--- config.mk ---
export PLATFORM = sky130hd
export DESIGN_NAME = pll_rst_seq_ctrl
export DESIGN_NICKNAME = d
export VERILOG_FILES = /design/src/rtl/pll_ctrl_pkg.sv /design/src/rtl/pll_lock_filt.sv /design/src/rtl/pll_rst_seq_ctrl.sv
export SDC_FILE = /design/constraint.sdc
export NUM_CORES = 1
export LEC_CHECK = 0
export CAP_MARGIN = 5
export CORE_MARGIN = 2
export CORE_UTILIZATION = 60
export CTS_CLUSTER_DIAMETER = 40
export DETAILED_ROUTE_END_ITERATION = 16
export PLACE_DENSITY = 0.83
export SLEW_MARGIN = 5
export SYNTH_ARGS = -nofsm -noshare
export SYNTH_HDL_FRONTEND = slang
export SYNTH_SLANG_ARGS = --single-unit
--- constraint.sdc ---
create_clock -name clk -period 2.37 [get_ports clk]
set_clock_uncertainty 0.05 [all_clocks]
set_input_delay 0.237 -clock clk [delete_from_list [all_inputs] [get_ports clk]]
set_output_delay 0.237 -clock clk [all_outputs]
set_load 0.05 [all_outputs]
--- src/rtl/pll_ctrl_pkg.sv ---
// rtl/pll_ctrl_pkg.sv - shared state encoding and constants for the PLL reset/lock sequencer
package pll_ctrl_pkg;

    typedef enum logic [2:0] {
        ST_RST       = 3'd0,
        ST_WAIT_LOCK = 3'd1,
        ST_GATE_WAIT = 3'd2,
        ST_RUN       = 3'd3,
        ST_FAIL      = 3'd4
    } pll_state_e;

    localparam int SYNC_STAGES = 2;

endpackage

--- src/rtl/pll_lock_filt.sv ---
// rtl/pll_lock_filt.sv - pll_lock synchroniser plus saturating debounce counter
module pll_lock_filt
    import pll_ctrl_pkg::*;
#(
    parameter int LOCK_FILT = 1024
) (
    input  logic clk,
    input  logic rst_n,
    input  logic pll_lock,
    input  logic clr,
    output logic lock_s,
    output logic lock_q
);

    localparam int CW = $clog2(LOCK_FILT) + 1;

    logic [SYNC_STAGES-1:0] sync_q;
    logic [CW-1:0]          filt_cnt;

    always_ff @(posedge clk or negedge rst_n) begin
        if (!rst_n) begin
            sync_q <= '0;
        end else begin
            sync_q <= {sync_q[SYNC_STAGES-2:0], pll_lock};
        end
    end

    assign lock_s = sync_q[SYNC_STAGES-1];

    // Any low sample restarts qualification; the count parks at LOCK_FILT.
    always_ff @(posedge clk or negedge rst_n) begin
        if (!rst_n) begin
            filt_cnt <= '0;
        end else if (clr || !lock_s) begin
            filt_cnt <= '0;
        end else if (filt_cnt != CW'(LOCK_FILT)) begin
            filt_cnt <= filt_cnt + CW'(1);
        end
    end

    assign lock_q = (filt_cnt == CW'(LOCK_FILT));

endmodule

--- src/rtl/pll_rst_seq_ctrl.sv ---
// rtl/pll_rst_seq_ctrl.sv - PLL reset pulse, lock qualification and clkout0 gating; PLL_CTRL_AUTO_RECOVER_EN selects lock-loss recovery
module pll_rst_seq_ctrl
    import pll_ctrl_pkg::*;
#(
    parameter int RST_CYCLES   = 64,
    parameter int LOCK_FILT    = 1024,
    parameter int LOCK_TIMEOUT = 100000,
    parameter int GATE_DLY     = 16,
    parameter int MAX_RETRY    = 4
) (
    input  logic       clk,
    input  logic       rst_n,
    input  logic       pll_lock,
    input  logic       sw_restart,
    output logic       pll_rst,
    output logic       clkout0_gate,
    output logic       pll_ready,
    output logic       pll_fail,
    output logic [2:0] retry_cnt,
    output logic [2:0] state
);

    localparam int RW = $clog2(RST_CYCLES) + 1;
    localparam int TW = $clog2(LOCK_TIMEOUT) + 1;
    localparam int GW = $clog2(GATE_DLY) + 1;

    pll_state_e    state_q, nxt;
    logic [2:0]    retry_q, retry_nxt;
    logic [RW-1:0] rst_cnt;
    logic [TW-1:0] to_cnt;
    logic [GW-1:0] gate_cnt;
    logic          lock_s, lock_q, stay;

    pll_lock_filt #(.LOCK_FILT(LOCK_FILT)) u_filt (
        .clk      (clk),
        .rst_n    (rst_n),
        .pll_lock (pll_lock),
        .clr      (nxt == ST_RST),
        .lock_s   (lock_s),
        .lock_q   (lock_q)
    );

    always_comb begin
        nxt       = state_q;
        retry_nxt = retry_q;
        case (state_q)
            ST_RST: if (rst_cnt == RW'(RST_CYCLES - 1)) nxt = ST_WAIT_LOCK;
            ST_WAIT_LOCK: begin
                if (lock_q) begin
                    nxt = ST_GATE_WAIT;
                end else if (to_cnt == TW'(LOCK_TIMEOUT - 1)) begin
                    retry_nxt = (retry_q >= 3'(MAX_RETRY)) ? retry_q : retry_q + 3'd1;
                    nxt       = (retry_nxt == 3'(MAX_RETRY)) ? ST_FAIL : ST_RST;
                end
            end
            ST_GATE_WAIT: begin
                if (!lock_s)                                nxt = ST_RST;
                else if (gate_cnt == GW'(GATE_DLY - 1))     nxt = ST_RUN;
            end
            ST_RUN: begin
`ifdef PLL_CTRL_AUTO_RECOVER_EN
                if (!lock_s) nxt = ST_RST;
`else
                if (!lock_s) nxt = ST_FAIL;
`endif
            end
            ST_FAIL: nxt = ST_FAIL;
            default: nxt = ST_RST;
        endcase
        if (sw_restart) begin
            nxt       = ST_RST;
            retry_nxt = '0;
        end
    end

    // Counters run only while the state is held; a restart re-arms them even inside RST.
    assign stay = (nxt == state_q) && !sw_restart;

    always_ff @(posedge clk or negedge rst_n) begin
        if (!rst_n) begin
            rst_cnt  <= '0;
            to_cnt   <= '0;
            gate_cnt <= '0;
        end else begin
            rst_cnt  <= (stay && state_q == ST_RST)       ? rst_cnt + RW'(1)  : '0;
            to_cnt   <= (stay && state_q == ST_WAIT_LOCK) ? to_cnt + TW'(1)   : '0;
            gate_cnt <= (stay && state_q == ST_GATE_WAIT) ? gate_cnt + GW'(1) : '0;
        end
    end

    always_ff @(posedge clk or negedge rst_n) begin
        if (!rst_n) begin
            state_q      <= ST_RST;
            retry_q      <= '0;
            pll_rst      <= 1'b1;
            clkout0_gate <= 1'b0;
            pll_ready    <= 1'b0;
            pll_fail     <= 1'b0;
        end else begin
            state_q      <= nxt;
            retry_q      <= retry_nxt;
            pll_rst      <= (nxt == ST_RST) || (nxt == ST_FAIL);
            clkout0_gate <= (nxt == ST_RUN);
            pll_ready    <= (nxt == ST_RUN);
            pll_fail     <= (nxt == ST_FAIL);
        end
    end

    assign retry_cnt = retry_q;
    assign state     = state_q;

endmodule

==> out/results.tsv <==
metric	value	unit
placed wire-length estimate	3.82	mm
vias in the first global route	2031	
drt pass-1 iters	5	
Synth Warn #	0	
# fillers	338	
PD cells	489	nW/µm²
die height	71.8	µm
crit-path max FO	5	
top cells by instance count after synthesis	51 x dfrtp_1, 38 x nor2_1, 18 x xnor2_1, 15 x inv_1, 14 x nand4_1	
type of origin of the critical path	register	
CTS tree	built	
DRC	0	
total gr overflow	0	
Worst Path Required	2.49	ns
CTS Sinks	52	
Synth area leaders	dfrtp_1 46%, xnor2_1 5.7%, nor2_1 5.2%	
Setup crit end kind	register	
Ports	14	
layout cells sized above 1	0.143	
r2r setup slk	0.27	ns
Worst-Skew Late Latency	0.30	ns
Synth area leader	dfrtp_1	
first-pass GRT wire length	9.33	mm
Peak VDD IR	0.328	mV
count of cell types in the netlist	46	
#FFs+latches synth	52	
Initial Util	0.628	
post-route clock period utilization	0.887	
most common cell in the netlist	dfrtp_1	
post-synthesis sequential area ratio	0.473	
Leak	0.00121	µW
CTS Buf Count	5	
antenna cells	0	
largest net degree at the start of global routing	20	
Syn-to-layout area delta	13.9	%
GPL Wtd Cong	0.848	
Max Clock Freq	0.476	GHz
final setup violation count	0	
Slew @ Worst Pin	0.730	ns
cell area after synthesis	2750	µm²
initial antenna violation count	0	
register area	1300	µm²
wire per inst	15.3	µm
Clock Path Buffers	2	
worst slew margin relative to its limit	0.513	
Routed Antenna Nets	0	
Post-Route WL	5.28	mm
htree depth	2	
slowest library cell on the worst path	or4_1	
die width	71.8	µm
Post-Synthesis Cells	266	
status	completed	
DIE AREA	5150	µm²
TNS Setup	0	ns
Final Hold Viols	0	
Detailed Route Iter0 Violations	189	
total track usage	0.234	
cell chain of the critical path	buf_4 -> or4_1 -> or3_1 -> o41ai_1 -> a21oi_1	
clock slew at reported path FFs	0.09	ns
Nets	304	
Top FF cell, synth	dfrtp_1	
HP Class	register to register	
clock root cell	clkbuf_8	
Mean Syn Cell Area	10.4	µm²
Vias	2065	
CP peak stage delay	0.50	ns
Synth async-reset ratio	1.00	
Final Core Density	0.715	
port buffer count	13	
Post-synth EDFFs	0	
multi-input logic area	1360	µm²
Vias/cell	5.99	
Final Max Slew Viols	0	
worst setup path class	register to register	
Core ar.	4380	µm²
# Max-Cap Violations	0	
fin crit period	2.10	ns
Synth Net Count	278	
critical path arrival	2.22	ns
Synth top area share	0.463	
Rows	24	
RSZ-0062 raised after global routing	no	
==> final timing paths <==
path / startpoint / end / cells after the start
worst min-delay path: u_filt.sync_q[0]$_DFF_PN0_ / u_filt.sync_q[1]$_DFF_PN0_ / 0
worst min register to register: u_filt.sync_q[0]$_DFF_PN0_ / u_filt.sync_q[1]$_DFF_PN0_ / 0
worst max register to register: to_cnt[12]$_DFF_PN0_ / retry_cnt[0]$_DFFE_PN0P_ / 5
max in group asynchronous: rst_n / pll_rst$_DFF_PN1_ / 3
worst max-delay path: to_cnt[12]$_DFF_PN0_ / retry_cnt[0]$_DFFE_PN0P_ / 5
min in group asynchronous: rst_n / gate_cnt[2]$_DFF_PN0_ / 2
==> per-stage QoR <==
step / setup WS, ns / power, µW / cells / cell area [µm²] / hold WS (ns)
3_3_place_gp: 0.137 / 958 / 336 / 3010 / 0.156
5_1_grt: 0.157 / 1590 / 345 / 3140 / 0.311
4_1_cts: 0.277 / 1550 / 345 / 3140 / 0.308
3_5_place_dp: 0.0250 / 960 / 336 / 3010 / 0.162
2_1_floorplan: 0.0977 / 929 / 266 / 2750 / -0.109
6_report: 0.269 / 1530 / 345 / 3140 / 0.303
==> routing by layer <==
layer,share of wire,vias up,track usage
li1,-,1008,-
met1,0.44,1003,0.302
met2,0.51,45,0.393
met3,0.035,9,0.0436
met4,0.016,0,0.0881
met5,0,-,0
==> cells in the final DEF (no fill, tap or decap), types with 3 or more instances in the layout <==
cell type and n:
or3_1 3, nor4_1 4, nor2_1 38, xnor2_1 18, nand3_1 13, ha_1 8
nand2_1 12, dfrtp_1 51, buf_4 14, and4_1 3, a21oi_1 10, clkbuf_8 5
clkdlybuf4s50_1 12, nor3_1 7, a211oi_2 10, inv_1 15, xor2_1 11, nand4_1 14
==> repair_timing <==
action,CTS,global route
hold buffers,1,0
setup endpoints to repair,8,0
resized for setup,1,0
endpoints found under the hold margin,17,0
setup buffers,0,0
==> report_power, final <==
| part | internal (µW) | switching (µW) | leakage [µW] |
|---|---|---|---|
| clock network | 313 | 278 | 0.0000552 |
| logic | 12.4 | 32.2 | 0.000441 |
| registers | 892 | 4.47 | 0.000716 |
==> cell type report <==
cell class | count | area share
Tap cell | 52 | 0.0208
Clock inverter | 2 | 0.0112
Clock buffer | 6 | 0.0231
Inverter | 15 | 0.0180
Sequential cell | 52 | 0.415
Multi-Input combinational cell | 190 | 0.435
Timing Repair Buffer | 28 | 0.0766
==> worst max-delay path, delay by kind of cell, from the launching register on <==
kind,cells,cell delay [ns]
flops,1,0.41
compound gates,2,0.44
buf+inv,1,0.16
simple gates,2,0.91
==> cell families (layout without fill, tap and decap cells) <==
| kind of cell | Yosys count | after routing | share of synthesized area |
|---|---|---|---|
| flip-flops | 52 | 52 | 0.473 |
| AO/OA/AOI/OAI | 39 | 39 | 0.122 |
| multiplexers | 1 | 1 | 0.00363 |
| adder cells (fa/ha/maj) | 8 | 8 | 0.0363 |
| AND/OR/NAND/NOR | 113 | 113 | 0.234 |
| buffers and inverters | 24 | 51 | 0.0391 |
| XOR/XNOR | 29 | 29 | 0.0922 |
==> state kept, by name, summed over array words and instances, names as in the netlist <==
| signal | flops |
|---|---|
| to_cnt | 18 |
| u_filt.filt_cnt | 11 |
| rst_cnt | 7 |
| gate_cnt | 5 |
| retry_cnt | 3 |
| state | 3 |
| u_filt.sync_q | 2 |
| pll_fail | 1 |
| pll_ready | 1 |
| pll_rst | 1 |
No activity file was read; power rests on OpenSTA's default activity.
